### config.mk
export PLATFORM = sky130hd
export DESIGN_NAME = cla_pipe_adder
export DESIGN_NICKNAME = d
export VERILOG_FILES = /design/src/rtl/cla_pipe_adder.sv
export SDC_FILE = /design/constraint.sdc
export NUM_CORES = 1
export LEC_CHECK = 0
export ABC_AREA = 0
export BUFFER_PORTS_ARGS = -buffer_cell sky130_fd_sc_hd__buf_2
export CAP_MARGIN = 10
export CORE_UTILIZATION = 57
export CTS_BUF_LIST = sky130_fd_sc_hd__clkbuf_4
export DETAILED_ROUTE_END_ITERATION = 8
export MAX_ROUTING_LAYER = met4
export PLACE_DENSITY = 0.84
export SLEW_MARGIN = 40
export SYNTH_ARGS = -nofsm -noshare
export SYNTH_HDL_FRONTEND = slang
export SYNTH_SLANG_ARGS = --single-unit
### constraint.sdc
create_clock -name clk -period 3.83 [get_ports clk]
set_input_delay 0 -clock clk [delete_from_list [all_inputs] [get_ports clk]]
set_output_delay 0 -clock clk [all_outputs]
set_load 0.02 [all_outputs]
### src/rtl/cla_pipe_adder.sv
// Two-stage pipelined carry-lookahead adder/subtractor with valid/ready flow control.
// Stage 1 resolves group carries through a flattened two-level lookahead; stage 2 finishes the in-group carries.
module cla_pipe_adder #(
  parameter int WIDTH = 32,
  parameter int GROUP = 4
) (
  input  logic             clk,
  input  logic             rst,
  input  logic             in_valid,
  output logic             in_ready,
  input  logic [WIDTH-1:0] a,
  input  logic [WIDTH-1:0] b,
  input  logic             cin,
  input  logic             sub,
  output logic             out_valid,
  input  logic             out_ready,
  output logic [WIDTH-1:0] sum,
  output logic             cout,
  output logic             ovf,
  output logic             zero
);

  localparam int NG = WIDTH / GROUP;

  logic [WIDTH-1:0] bMux, pBit, gBit;
  logic             c0;
  logic [NG-1:0]    grpP, grpG;
  logic [NG:0]      grpC;

  logic             v1, v2;
  logic [WIDTH-1:0] p1, g1;
  logic [NG-1:0]    grpCin1;
  logic             cFinal1;

  logic [WIDTH-1:0] carries, sumNext;
  logic             adv1, adv2;

  assign adv2     = !v2 || out_ready;
  assign adv1     = !v1 || adv2;
  assign in_ready = adv1;
  assign out_valid = v2;

  // NOTE: every variable written here gets a value before any branch or loop reads it, so no latch is inferred.
  always_comb begin : groupPg
    logic term;
    term = 1'b0;
    bMux = sub ? ~b : b;
    c0   = sub | cin;
    pBit = a ^ bMux;
    gBit = a & bMux;
    for (int k = 0; k < NG; k++) begin
      grpP[k] = 1'b1;
      grpG[k] = 1'b0;
      for (int q = 0; q < GROUP; q++) begin
        grpP[k] = grpP[k] & pBit[k*GROUP+q];
        term = gBit[k*GROUP+q];
        for (int r = q + 1; r < GROUP; r++) term = term & pBit[k*GROUP+r];
        grpG[k] = grpG[k] | term;
      end
    end
  end

  // Sum-of-products form of C[k+1] = G[k] | P[k]&C[k], so no group waits on its neighbour.
  always_comb begin : groupCarry
    logic acc, term;
    acc  = 1'b0;
    term = 1'b0;
    for (int k = 0; k <= NG; k++) begin
      acc = c0;
      for (int j = 0; j < k; j++) acc = acc & grpP[j];
      for (int j = 0; j < k; j++) begin
        term = grpG[j];
        for (int m = j + 1; m < k; m++) term = term & grpP[m];
        acc = acc | term;
      end
      grpC[k] = acc;
    end
  end

  always_comb begin : localCarry
    logic acc, term;
    acc  = 1'b0;
    term = 1'b0;
    for (int k = 0; k < NG; k++) begin
      for (int q = 0; q < GROUP; q++) begin
        acc = grpCin1[k];
        for (int j = 0; j < q; j++) acc = acc & p1[k*GROUP+j];
        for (int j = 0; j < q; j++) begin
          term = g1[k*GROUP+j];
          for (int m = j + 1; m < q; m++) term = term & p1[k*GROUP+m];
          acc = acc | term;
        end
        carries[k*GROUP+q] = acc;
      end
    end
    sumNext = p1 ^ carries;
  end

  // NOTE: sequential state uses non-blocking assignments so both stages sample pre-edge values.
  always_ff @(posedge clk or posedge rst) begin
    if (rst) begin
      v1      <= 1'b0;
      p1      <= '0;
      g1      <= '0;
      grpCin1 <= '0;
      cFinal1 <= 1'b0;
    end else if (adv1) begin
      v1 <= in_valid;
      if (in_valid) begin
        p1      <= pBit;
        g1      <= gBit;
        grpCin1 <= grpC[NG-1:0];
        cFinal1 <= grpC[NG];
      end
    end
  end

  always_ff @(posedge clk or posedge rst) begin
    if (rst) begin
      v2   <= 1'b0;
      sum  <= '0;
      cout <= 1'b0;
      ovf  <= 1'b0;
      zero <= 1'b0;
    end else if (adv2) begin
      v2 <= v1;
      if (v1) begin
        sum  <= sumNext;
        cout <= cFinal1;
        ovf  <= carries[WIDTH-1] ^ cFinal1;
        zero <= ~|sumNext;
      end
    end
  end

endmodule

==> results.sh <==
export IMPL_outcome="complete, no violations"
export IMPL_dp_hpwl_um=9080
export IMPL_clock_sinks=102
export IMPL_fin_total_pwr_mw=3.52
export IMPL_layout_cells_non_filler=710
export IMPL_initial_core_util_pct=58.5
export IMPL_grt_usage_pct=27.9
export IMPL_cts_root_buf="clkbuf_4"
export IMPL_dr_total_vias=4048
export IMPL_syn_to_final_growth_pct=21.2
export IMPL_routed_wl_um=12600
export IMPL_fp_dieH_um=99.2
export IMPL_cts_hold_buf=37
export IMPL_period_minus_slack_ns=2.20
export IMPL_critPathKind="reg -> reg"
export IMPL_drive_gt1_share_pct=34.8
export IMPL_fin_tns_setup_ns=0
export IMPL_ir_drop_mv=0.325
export IMPL_vias_per_cell=5.70
export IMPL_synthCells=453
export IMPL_drt_iter0_markers=220
export IMPL_rows=35
export IMPL_cts_buffer_depth=2
export IMPL_synth_edf_count=0
export IMPL_powerDensity_nw_per_um2=540
export IMPL_synth_top_cell_area_share_pct=47.4
export IMPL_clkLatencyLatePin_ns=0.45
export IMPL_synth_top_area_cell="dfrtp_1"
export IMPL_grt_pass1_vias=4164
export IMPL_hold_path_class="in -> reg"
export IMPL_cp_end_kind="register"
export IMPL_dp_slack_ns=1.13
export IMPL_synth_area_leaders="dfrtp_1 47%, mux2_2 16%, ha_1 9.3%"
export IMPL_cts_buffers_inserted=9
export IMPL_cts_resized=0
export IMPL_cp_start_kind="register"
export IMPL_maxCapViolCount=0
export IMPL_htree_levels=3
export IMPL_fin_crit_sh_pct=57.6
export IMPL_syn_area_per_cell_um2=11.9
export IMPL_port_buffers=106
export IMPL_ant_nets=0
export IMPL_max_slew_worst_pin_slew_ns=0.816
export IMPL_p_leak_nw=3.13
export IMPL_routabilityCongestion=0.864
export IMPL_routedWlPerCell_um=17.7
export IMPL_ios=107
export IMPL_setup_viol=0
export IMPL_final_area_um2=6520
export IMPL_clk_pin_slew_worst_paths_ns=0.16
export IMPL_rsz0062_at_grt="no"
export IMPL_yosys_register_bits=102
export IMPL_grt_pass1_wl_um=20500
export IMPL_post_place_cells=658
export IMPL_grt_start_max_net_pins=76
export IMPL_final_fill_count=653
export IMPL_ys_flop_type="dfrtp_1"
export IMPL_maxSlewHeadroom_pct=45.6
export IMPL_die_w_um=99.2
export IMPL_yosysUniqueCellTypes=39
export IMPL_async_flop_share_pct=100
export IMPL_ys_seq_area_share_pct=47.4
export IMPL_fin_nets=705
export IMPL_first_pass_iters=4
export IMPL_cp_required_ns=4.20
export IMPL_critical_path_peak_fanout=3
export IMPL_syn_area_um2=5380
export IMPL_core_area_um2=9200
export IMPL_ys_warn_count=0
export IMPL_syn_nets=563
export IMPL_setup_slack_ns=1.63
export IMPL_fmax_mhz=454
export IMPL_grt_overflow=0
export IMPL_post_cts_buffers=0
export IMPL_slew_violations=0
export IMPL_hold_viol=0
export IMPL_placed_area_um2=6020
export IMPL_dieArea_um2=9830
export IMPL_drc=0
export IMPL_cp_arrival_ns=2.58
export IMPL_grt_antenna_before_repair=1
export IMPL_cts_tree="done"
export IMPL_finalClockSkew_ns=0.0164
==> layout by cell type (no fill, tap or decap), drive strengths merged, types with 2 or more instances in the layout <==
master       synthesis  layout
o31ai                4       4
dlygate4sd3          0      37
nor3                 6       6
or2                  3       3
dfrtp              102     102
o21a                 8       8
nand3b               2       2
mux2                77      77
clkinv               0       2
nand4                7       7
o21ai               29      29
a221oi               3       3
a21oi               15      15
xor2                44      44
nor2                20      20
nor4                 5       5
ha                  40      40
or3                  2       2
buf                 15     111
nand2               27      27
a211oi               2       2
o211ai               2       2
nand2b               8       8
a21o                12      12
xnor2                8       8
clkinvlp             0       2
clkbuf               2       9
==> sequential cells by signal (all words and copies together) (netlist names) <==
signal and cells:
cFinal1 1, out_valid 1, zero 1, ovf 1, g1 24, p1 32, grpCin1 8, cout 1
v1 1, sum 32
==> critical path, cell delays in order, from the launching register on <==
cell and delay [ns]:
dfrtp_1 0.43, ha_1 0.23, o211a_1 0.25, a211oi_1 0.24
xnor2_1 0.15, nor4_1 0.42, nand4_1 0.22, o21ai_0 0.19
==> path summary, 6_finish.rpt <==
kind,start,to,slack [ns],cells past startpoint
worst max-delay path,grpCin1[6],zero,1.63,7
worst min-delay path,b[8],p1[8],0.09,4
worst max register to register,grpCin1[6],zero,1.63,7
worst min register to register,sum[2],sum[2],0.49,2
max in group asynchronous,rst,sum[30],2.79,4
min in group asynchronous,rst,sum[23],0.20,3
==> final cells by class <==
cell class,instances,area [um^2],share of cell area (%)
Antenna cell,1,2.50,0.0384
Clock buffer,9,67.6,1.04
Clock inverter,5,52.6,0.806
Inverter,1,8.76,0.134
Multi-Input combinational cell,333,2750,42.1
Sequential cell,102,2550,39.1
Tap cell,111,139,2.13
Timing Repair Buffer,148,951,14.6
==> cell families after synthesis <==
logic type | after synthesis | share of synthesized area [%]
muxes | 78 | 16.3
adders and majority gates | 40 | 9.30
xor gates and xnor gates | 52 | 8.47
and+or+nand+nor | 83 | 7.40
DFF | 102 | 47.4
AOI/OAI and AO/OA | 80 | 9.47
buffers and inverters | 18 | 1.63
==> power by group <==
| part | internal [mW] | total (mW) | switching (mW) |
|---|---|---|---|
| Combinational | 0.617 | 1.40 | 0.780 |
| Sequential | 1.39 | 1.59 | 0.209 |
| Clock | 0.188 | 0.532 | 0.344 |
==> stage by stage <==
step           utilization, %  hold slack, ns
2_1_floorplan               -           0.108
3_3_place_gp             65.5           0.245
3_5_place_dp             65.5           0.161
4_1_cts                  70.8          0.0738
5_1_grt                  70.9           0.124
6_report                 70.9          0.0900
==> synth_stat cells, drive strengths merged (5+ instances only) <==
| library cell | instances |
|---|---|
| nor3 | 6 |
| xor2 | 44 |
| xnor2 | 8 |
| a21oi | 15 |
| nand4 | 7 |
| nand2 | 27 |
| nand2b | 8 |
| dfrtp | 102 |
| ha | 40 |
| mux2 | 77 |
| nor2 | 20 |
| nor4 | 5 |
| o21a | 8 |
| a21o | 12 |
| buf | 15 |
| o21ai | 29 |
==> routing by layer <==
layer  vias up  GRT usage (%)  wire length [um]
met5         -              -                 0
met4         0           11.2               310
met3        31           3.16               592
met2       133           46.2              6350
met1      1965           35.6              5350
li1       1919              -                 -
(Power assumes the default switching activity.)
